<file path="config.mk">
export PLATFORM = sky130hd
export DESIGN_NAME = instr_fetch
export DESIGN_NICKNAME = d
export VERILOG_FILES = /design/src/rtl/instr_fetch.sv
export SDC_FILE = /design/constraint.sdc
export NUM_CORES = 1
export LEC_CHECK = 0
export ABC_AREA = 1
export BUFFER_PORTS_ARGS = -buffer_cell sky130_fd_sc_hd__buf_2
export CORE_MARGIN = 8
export CORE_UTILIZATION = 40
export DETAILED_ROUTE_END_ITERATION = 16
export GPL_TIMING_DRIVEN = 1
export MAX_ROUTING_LAYER = met4
export PLACE_DENSITY = 0.66
export SLEW_MARGIN = 40
export SYNTH_ARGS = -nofsm -noshare
export SYNTH_HDL_FRONTEND = slang
export SYNTH_SLANG_ARGS = --single-unit
</file>
<file path="constraint.sdc">
create_clock -name clk -period 1.7 [get_ports clk]
set_clock_uncertainty 0.15 [all_clocks]
set_input_delay 0.34 -clock clk [delete_from_list [all_inputs] [get_ports clk]]
set_output_delay 0.34 -clock clk [all_outputs]
set_load 0.03 [all_outputs]
</file>
<file path="src/rtl/instr_fetch.sv">
// -----------------------------------------------------------------------------
// instr_fetch
//
// Single-outstanding-request instruction fetch unit. It reads 16-bit
// instructions from an instruction memory with a req/ack handshake and shows
// them to the core one at a time. It supports stall back-pressure and
// single-cycle branch redirects.
//
// Ports
//   clk            : single clock, all state changes on the rising edge
//   rst_n          : asynchronous active-low reset
//   en             : run enable; high permits new fetches
//   stall          : core not ready; holds the presented instruction
//   branch_valid   : one-cycle redirect request
//   branch_target  : redirect address (PC_W bits)
//   imem_req       : instruction-memory read request
//   imem_addr      : instruction-memory read address (PC_W bits)
//   imem_ack       : read data valid this cycle
//   imem_rdata     : read data (16 bits)
//   instra         : instruction to core, opcode in bits [3:0]
//   instr_valid    : instra holds a live instruction
//   pc_out         : address of the instruction on instra
//
// Operation
//   IDLE  -> FETCH when en is high.
//   FETCH holds req/addr steady until ack. A good ack loads instra and moves
//         to HOLD.
//   HOLD  presents the instruction until the core takes it (stall low) or a
//         branch flushes it.
//
//   A branch while a request is outstanding cannot withdraw that request. The
//   new pc is taken right away, and the old address is kept so that imem_addr
//   stays stable. The ack for the old request is then discarded. After any
//   discarded ack, the unit spends one FETCH cycle with imem_req low (the
//   "bubble") before it issues the redirected request.
// -----------------------------------------------------------------------------
module instr_fetch #(
  parameter int              PC_W     = 8,
  parameter logic [PC_W-1:0] RESET_PC = '0
) (
  input  logic            clk,
  input  logic            rst_n,
  input  logic            en,
  input  logic            stall,
  input  logic            branch_valid,
  input  logic [PC_W-1:0] branch_target,
  output logic            imem_req,
  output logic [PC_W-1:0] imem_addr,
  input  logic            imem_ack,
  input  logic [15:0]     imem_rdata,
  output logic [15:0]     instra,
  output logic            instr_valid,
  output logic [PC_W-1:0] pc_out
);

  typedef enum logic [1:0] {
    ST_IDLE  = 2'd0,
    ST_FETCH = 2'd1,
    ST_HOLD  = 2'd2
  } state_t;

  // Registered state
  state_t          r_state;
  logic [PC_W-1:0] r_pc;
  logic [PC_W-1:0] r_sq_addr;     // address of a request that a branch overtook
  logic            r_squash;      // outstanding request is stale; drop its ack
  logic            r_bubble;      // one idle FETCH cycle after a dropped ack
  logic [15:0]     r_instra;
  logic            r_instr_valid;
  logic [PC_W-1:0] r_pc_out;

  // Next-state values
  state_t          w_state_nxt;
  logic [PC_W-1:0] w_pc_nxt;
  logic [PC_W-1:0] w_sq_addr_nxt;
  logic            w_squash_nxt;
  logic            w_bubble_nxt;
  logic [15:0]     w_instra_nxt;
  logic            w_valid_nxt;
  logic [PC_W-1:0] w_pc_out_nxt;

  // Request is live only in FETCH and outside the bubble. An ack is counted
  // only against a live request, so an ack at any other time is ignored.
  logic            w_req;
  logic            w_ack;

  assign w_req = (r_state == ST_FETCH) && !r_bubble;
  assign w_ack = w_req && imem_ack;

  // While a squashed request is still outstanding, keep presenting its
  // original address. r_pc already holds the branch target.
  assign imem_req    = w_req;
  assign imem_addr   = r_squash ? r_sq_addr : r_pc;
  assign instra      = r_instra;
  assign instr_valid = r_instr_valid;
  assign pc_out      = r_pc_out;

  // ---------------------------------------------------------------------------
  // Next-state / datapath decode
  // ---------------------------------------------------------------------------
  always_comb begin
    w_state_nxt   = r_state;
    w_pc_nxt      = r_pc;
    w_sq_addr_nxt = r_sq_addr;
    w_squash_nxt  = r_squash;
    w_bubble_nxt  = 1'b0;
    w_instra_nxt  = r_instra;
    w_valid_nxt   = r_instr_valid;
    w_pc_out_nxt  = r_pc_out;

    case (r_state)
      ST_IDLE: begin
        w_valid_nxt  = 1'b0;
        w_squash_nxt = 1'b0;
        if (branch_valid) begin
          w_pc_nxt = branch_target;
        end
        if (en) begin
          w_state_nxt = ST_FETCH;
        end
      end

      ST_FETCH: begin
        if (r_bubble) begin
          // No request is in flight, so a redirect only moves the pc.
          if (branch_valid) begin
            w_pc_nxt = branch_target;
          end
        end else if (w_ack) begin
          if (branch_valid) begin
            // Redirect arriving with the data: drop the data, take the target.
            w_pc_nxt     = branch_target;
            w_squash_nxt = 1'b0;
            w_bubble_nxt = 1'b1;
          end else if (r_squash) begin
            // Late data for an overtaken request: the pc is already the target.
            w_squash_nxt = 1'b0;
            w_bubble_nxt = 1'b1;
          end else begin
            w_instra_nxt = imem_rdata;
            w_pc_out_nxt = r_pc;
            w_pc_nxt     = r_pc + 1'b1;   // wraps modulo 2^PC_W
            w_valid_nxt  = 1'b1;
            w_state_nxt  = ST_HOLD;
          end
        end else if (branch_valid) begin
          // The request cannot be withdrawn. Remember its address only on
          // the first overtaking branch; later branches just move the pc.
          w_pc_nxt     = branch_target;
          w_squash_nxt = 1'b1;
          if (!r_squash) begin
            w_sq_addr_nxt = r_pc;
          end
        end
        // en is ignored here, so an outstanding request always completes.
      end

      ST_HOLD: begin
        // A branch flushes the held instruction even while stalled.
        if (branch_valid || !stall) begin
          w_valid_nxt = 1'b0;
          w_state_nxt = en ? ST_FETCH : ST_IDLE;
          if (branch_valid) begin
            w_pc_nxt = branch_target;
          end
        end
      end

      default: begin
        w_state_nxt  = ST_IDLE;
        w_valid_nxt  = 1'b0;
        w_squash_nxt = 1'b0;
      end
    endcase
  end

  // ---------------------------------------------------------------------------
  // State registers
  // ---------------------------------------------------------------------------
  always_ff @(posedge clk or negedge rst_n) begin
    if (!rst_n) begin
      r_state       <= ST_IDLE;
      r_pc          <= RESET_PC;
      r_sq_addr     <= RESET_PC;
      r_squash      <= 1'b0;
      r_bubble      <= 1'b0;
      r_instra      <= 16'h0000;
      r_instr_valid <= 1'b0;
      r_pc_out      <= RESET_PC;
    end else begin
      r_state       <= w_state_nxt;
      r_pc          <= w_pc_nxt;
      r_sq_addr     <= w_sq_addr_nxt;
      r_squash      <= w_squash_nxt;
      r_bubble      <= w_bubble_nxt;
      r_instra      <= w_instra_nxt;
      r_instr_valid <= w_valid_nxt;
      r_pc_out      <= w_pc_out_nxt;
    end
  end

endmodule

</file>
## Yosys cells after proc, flatten, opt, wreduce, memory -nomap -nowiden

Cells that the tools add are included.

- Bits in registers: 45
- Input port bits: 30
- Output and inout bits: 34
- Word-level logic and storage cells: 68

- $add $sub $neg: 1
- Equality and inequality tests: 10
- Mux-type cells: 31
- Bitwise logic cells: 5
- Reductions and logical operators: 13

Operators with widths:

| operator | number |
|---|---|
| $mux 8 | 7 |
| $pmux 8 s3 | 1 |
| $mux 1 | 14 |
| $mux 2 | 6 |
| $ne 2x2->1 const B | 6 |
| $reduce_and 5->1 | 2 |
| $add 8x1->8 const B | 1 |
| $pmux 2 s3 | 1 |
| $reduce_and 3->1 | 2 |
| $reduce_and 6->1 | 1 |
| $ne 5x5->1 const B | 1 |
| $not 1->1 | 5 |
| $pmux 1 s2 | 2 |
| $reduce_and 4->1 | 1 |
| $ne 3x3->1 const B | 1 |
| $reduce_bool 3->1 | 1 |
| $eq 2x1->1 const B | 1 |
| $eq 2x2->1 const B | 1 |
| $logic_and 1x1->1 | 2 |
| $logic_not 1->1 | 2 |
| $logic_not 2->1 | 1 |
| $logic_or 1x1->1 | 1 |

## Longest topological paths before layout

Gate-level depths: netlist of run 1.

- Word-level depth: 6
- Depth in mapped cells: 10
- Gate-level depth less buffers: 10

## Least setup slack after synthesis of run 1

Ideal clock, no wire load.

- Kind: flip-flop to output port
- Start point: reg r_squash
- End point: out imem_addr[6]
- Arrival: 1,421 ps
- Required time: 1,210 ps
- Slack: -211 ps
- Stages on the path, launching flop included: 4
- Path buffers: 2
- Cell sequence: dfrtp_1 > buf_2 > buf_2 > o21ai_0

- Longest elaborated chain between the ends: 1

RTL lines:

| element | line | source |
|---|---|---|
| from (decl) | 66 | `logic r_squash;` |
| from (signal assigned) | 194 | `r_squash <= w_squash_nxt;` |
| $mux 8 | n/a |  |
| to (decl) | 48 | `output logic [PC_W-1:0] imem_addr,` |

No other way between the ends.

## Worst setup path in the final report of run 1

- Start point: reg r_squash
- End point: out imem_addr[0]

The elaborated chain is that of the path after synthesis.

==> impl_metrics.yaml, run 1 <==
clock_network:
  clk-insertion-delay-late_ps: 290
  path_clk_slew_ps: 90
  htree_levels: 2
  clk_path_buf_depth: 2
  cts_buffers: 5
  cts.sinks: 45
  root_buffer: "clkbuf_8"
  cts_tree: "done"
yosys:
  yosys.cell_count.top_type: "nand2_1"
  synth_cell_types: 27
  ys_ff_latch: 45
  synth_commonest_cells: "nand2_1 (73), dfrtp_1 (45), o21ai_0 (39)"
  synth.avg_cell_area_um2: 8.92
  async_reset_ff_share_pct: 100
  syn_area_um2: 2250
  synth_top_area_share_pct: 50.1
  ys.flop_type: "dfrtp_1"
  synth_edf_count: 0
  synth_top_area_cell: "dfrtp_1"
  synthCells: 252
  ys_seq_area_share_pct: 50.1
  synth-warning-count: 0
  synth_area_leaders: "dfrtp_1 (50%), nand2_1 (12%), o21ai_0 (8.7%)"
  synth_fp_nets: 283
critical_path:
  slowest_stage: "dfrtp_2"
  path_class: "register to primary output"
  endpoint_kind: "primary output"
  r2r_cells: 4
  crit_required_ps: 1210
  worstPathMaxFanout: 10
  cp_num_buf_inv: 2
  max_stage_delay_ps: 450
  cp_num_cells: 4
  path_delay_family: "flip-flops"
  crit_chain: "buf_12 > nand2_1 > o21ai_4 > buf_6"
  cp_data_arrival_time_ps: 1230
  startpoint_type: "register"
drt:
  firstDrtPassIters: 4
  drt_wl_total_um: 5940
  routed-wl-met3_um: 340
  drcViolationCount: 0
  vias: 1976
  postRouteAntennaNets: 0
  wl_met2_um: 2780
  m1WireLength_um: 2750
  drt_iter0_markers: 86
  viasPerCell: 4.84
  routedWlPerCell_um: 14.5
  highest_layer: "met4"
sta:
  drv_slew: 0
  fmax_mhz: 581
  setup_violations: 5
  fin_crit_sh_pct: 101
  rsz0062_at_grt: "yes"
  tightest_slew_ps: 272
  period_needed_ps: 1720
  slew_headroom_pct: 81.8
  hold_violations: 0
  timing.final.ws_setup_ps: -21.4
floorplanning:
  dieArea_um2: 8270
  die_w_um: 91.0
  start_util_pct: 41.1
  core_area_um2: 5470
  die_y_um: 91.0
  rows: 27
  io_pins: 64
power_and_ir_drop:
  power_mw: 6.36
  p_switching_mw: 2.91
  power_frac_seq_pct: 30.3
  switching_share_pct: 45.7
  clockPowerShare_pct: 12.4
  cellLeakagePower_nw: 1.59
  ir_worst_vdd_mv: 0.735
  power_density_nw_per_um2: 2070
  combPwrFrac_pct: 57.3
  p_int_mw: 3.45
global_route:
  grt_pass1_vias: 2001
  grt_usage_pct: 14.6
  grt-ovfl-total: 0
  antenna_found_initial: 0
  grt_pass1_wl_um: 9740
  grt_max_degree: 46
min_path:
  worstHoldPathCells: 2
  hp-class: "input pin to register"
layout:
  syn2layout_area_growth_pct: 36.7
  num-nets-final: 367
  n_antenna_cell: 0
  layout-drive-gt1-share_pct: 40.8
place:
  port_buffers: 63
  gp_congestion: 0.827
  dp_hpwl_um: 4060
  place_ws_ps: 66.0
run_status:
  violations: "setup timing"
  outcome: "finished with violations"
job:
  max_cap_violations: 0
==> stage by stage <==
stage	cell area, um2	instances	setup TNS (ps)	hold slack, ps	utilization [%]
final	3070	408	-65.4	115	56.1
after detailed placement	2700	391	0	196	49.3
after global placement	2700	391	0	189	49.3
after global routing	3070	408	-426	107	56.1
after floorplan	2250	252	-318	-106	-
after CTS	2990	404	-81.7	101	54.6
==> registers in the layout, indices dropped and copies added (netlist names) <==
| register | count |
|---|---|
| r_sq_addr | 8 |
| r_squash | 1 |
| r_bubble | 1 |
| instra | 16 |
| pc_out | 8 |
| r_pc | 8 |
| r_state | 2 |
| instr_valid | 1 |
==> final timing paths <==
path	startpoint	endpoint	slack, ps
worst max-delay path	r_squash	imem_addr[0]	-20
worst min-delay path	imem_rdata[3]	instra[3]	110
worst max register to register	r_squash	instra[7]	110
worst min register to register	r_pc[7]	r_pc[7]	330
max in group asynchronous	rst_n	r_squash	760
min in group asynchronous	rst_n	instra[13]	390
==> area by class of cell <==
| type | instances | area, um2 |
|---|---|---|
| clock buffer | 5 | 68.8 |
| clock inverter | 2 | 35.0 |
| fill | 512 | 2400 |
| inverter | 25 | 93.8 |
| multi-input combinational | 175 | 1090 |
| sequential | 45 | 1130 |
| tap | 72 | 90.1 |
| timing repair buffer | 84 | 564 |
==> cells by family (layout without fill, tap and decap cells) <==
family / count (synthesis) / count (layout) / share of synthesized area, %
compound gates: 42 / 42 / 9.63
buf+inv: 34 / 116 / 7.02
xor+xnor: 1 / 1 / 0.390
simple gates: 113 / 115 / 22.3
mux: 16 / 16 / 10.0
flops: 45 / 45 / 50.1
fa+ha+maj: 1 / 1 / 0.557
==> repair_timing <==
item,4_1_cts,5_1_grt
hold buffers,1,0
setup endpoints to repair,9,34
pin swaps,1,5
gates resized for setup,44,14
cloned,0,2
buffers inserted,5,2
hold endpoints to repair,45,0
==> power by group through the flow <==
stage | Combinational [mW] | Sequential, mW | Clock (mW)
floorplan | 1.52 | 2.44 | 0
global placement | 2.90 | 1.91 | 0
detailed placement | 2.95 | 1.92 | 0
CTS | 3.48 | 1.90 | 0.816
global route | 3.95 | 1.99 | 0.865
finish | 3.65 | 1.93 | 0.786
==> layer usage <==
layer  up-vias  global-route usage, %
li1        981                      -
met1       927                   18.6
met2        60                   21.9
met3         8                   4.28
met4         0                   4.37
met5         -                      -
==> cells in the final DEF, fill, tap and decap left out, types with 2 or more instances in the layout <==
| master | count |
|---|---|
| dfrtp_1 | 43 |
| nor2_1 | 15 |
| nand2_4 | 3 |
| nor2_4 | 3 |
| mux2_2 | 4 |
| o21ai_0 | 31 |
| nand4_1 | 6 |
| buf_12 | 2 |
| buf_2 | 54 |
| nand3_1 | 8 |
| nand2_1 | 69 |
| buf_4 | 16 |
| mux2_4 | 12 |
| inv_1 | 19 |
| buf_6 | 11 |
| nand3_2 | 2 |
| clkbuf_8 | 5 |
| o21ai_4 | 7 |
| nand2_2 | 6 |
| inv_2 | 6 |
| dfrtp_2 | 2 |
(Power assumes the default switching activity.)
==> run 2, diff against run 1 <==
--- a/config.mk
+++ b/config.mk
@@ -7,12 +7,12 @@
 export LEC_CHECK = 0
 export ABC_AREA = 1
 export BUFFER_PORTS_ARGS = -buffer_cell sky130_fd_sc_hd__buf_2
-export CORE_MARGIN = 8
+export CORE_MARGIN = 1
 export CORE_UTILIZATION = 40
 export DETAILED_ROUTE_END_ITERATION = 16
 export GPL_TIMING_DRIVEN = 1
 export MAX_ROUTING_LAYER = met4
-export PLACE_DENSITY = 0.66
+export PLACE_DENSITY = 0.69
 export SLEW_MARGIN = 40
 export SYNTH_ARGS = -nofsm -noshare
 export SYNTH_HDL_FRONTEND = slang
==> constraint.sdc (replaced) <==
create_clock -name clk -period 1.5 [get_ports clk]
set_clock_uncertainty 0.15 [all_clocks]
set_input_delay 0.3 -clock clk [delete_from_list [all_inputs] [get_ports clk]]
set_output_delay 0.3 -clock clk [all_outputs]
set_load 0.03 [all_outputs]
==> impl_metrics.yaml, run 2 (synthesis gave the netlist of run 1 again) <==
global_route:
  grt_max_degree: 46
  grt-ovfl-total: 0
  grt_pass1_wl_um: 9060
  grt_usage_pct: 20.3
  grt_pass1_vias: 1919
  antenna_found_initial: 0
layout:
  final_cell_mix: "nand2_1 (69), buf_2 (54), dfrtp_1 (42)"
  mostFrequentLayoutCell: "nand2_1"
  syn2layout_area_growth_pct: 41.5
  n_fill_cell: 456
  n_antenna_cell: 0
  layout-drive-gt1-share_pct: 44.7
  num-nets-final: 379
  largest_reg_flops: 16
  fin_cells: 419
run_status:
  outcome: "finished with violations"
  violations: "setup timing"
place:
  dpl.cell_count: 402
  dp_hpwl_um: 3840
  port_buffers: 63
  place_ws_ps: -105
  gp_congestion: 0.864
sta:
  rsz0062_at_grt: "yes"
  setup_violations: 37
  fin_crit_sh_pct: 112
  hold_slack_ps: 75.5
  fmax_mhz: 595
  period_needed_ps: 1680
  timing.final.ws_setup_ps: -180
  drv_slew: 0
  finalSetupTns_ps: -2450
  slew_headroom_pct: 77.5
  tightest_slew_ps: 337
  hold_violations: 0
clock_network:
  cts_tree: "done"
  clk_path_buf_depth: 2
  clk-insertion-delay-late_ps: 300
  htree_levels: 2
  root_buffer: "clkbuf_8"
  path_clk_slew_ps: 80
  cts.sinks: 45
  cts_buffers: 5
drt:
  firstDrtPassIters: 4
  drt_iter0_markers: 95
  postRouteAntennaNets: 0
  routedWlPerCell_um: 13.6
  vias: 2060
  drcViolationCount: 0
  viasPerCell: 4.92
  drt_wl_total_um: 5680
min_path:
  worstHoldPathCells: 2
  hp-class: "input pin to register"
power_and_ir_drop:
  power_density_nw_per_um2: 2310
  power_mw: 7.35
  ir_worst_vdd_mv: 1.10
  cellLeakagePower_nw: 1.66
floorplanning:
  dieArea_um2: 5920
  die_w_um: 77.0
  rows: 26
  io_pins: 64
  die_y_um: 77.0
  start_util_pct: 42.6
  core_area_um2: 5270
critical_path:
  path_class: "register to primary output"
  r2r_cells: 5
  crit_required_ps: 1050
  worstPathMaxFanout: 7
  cp_data_arrival_time_ps: 1230
  endpoint_kind: "primary output"
  startpoint_type: "register"
job:
  max_cap_violations: 0
## run 2: where the power goes
group / internal (mW) / switching [mW]
registers: 1.78 / 0.395
clock network: 0.543 / 0.405
logic: 1.72 / 2.50
total: 4.04 / 3.30
## run 2: cell type report
cell class,count,area (um2),area share (%)
inverter,25,98.8,3.11
tap,70,87.6,2.75
sequential,45,1130,35.5
clock inverter,1,30.0,0.945
multi-input combinational,174,1090,34.2
clock buffer,7,86.3,2.72
timing repair buffer,97,661,20.8
## run 2: per-layer routing
layer | wire length (um) | track usage (%)
met1 | 2650 | 26.4
met2 | 2650 | 31.3
met3 | 286 | 3.93
met4 | 85 | 8.08
met5 | 0 | -
## run 2: critical path: stages (launching register included)
cell	delay [ps]
dfrtp_1	380
buf_4	200
nand2_1	110
o21ai_4	80
buf_6	150
## run 2: metrics by stage
stage / area, um2 / utilization [%]
floorplan: 2270 / -
global placement: 2810 / 53.4
detailed placement: 2810 / 53.4
CTS: 3080 / 58.4
global route: 3180 / 60.3
finish: 3180 / 60.3
## run 2: final timing paths
kind	from	end	slack [ps]
max in group asynchronous	rst_n	r_state[0]	620
worst min register to register	r_pc[7]	r_pc[7]	330
worst max-delay path	r_squash	imem_addr[7]	-180
worst min-delay path	imem_rdata[15]	instra[15]	80
min in group asynchronous	rst_n	instra[12]	360
worst max register to register	r_squash	pc_out[5]	-70
## run 2: repair_timing
action                                 in CTS  in global routing
hold buffers                                1                  0
pin swaps                                   0                  4
resized for setup                          43                 18
buffers inserted                            2                  5
gates cloned                                0                  1
setup endpoints to repair                  33                 45
endpoints found under the hold margin      45                  0
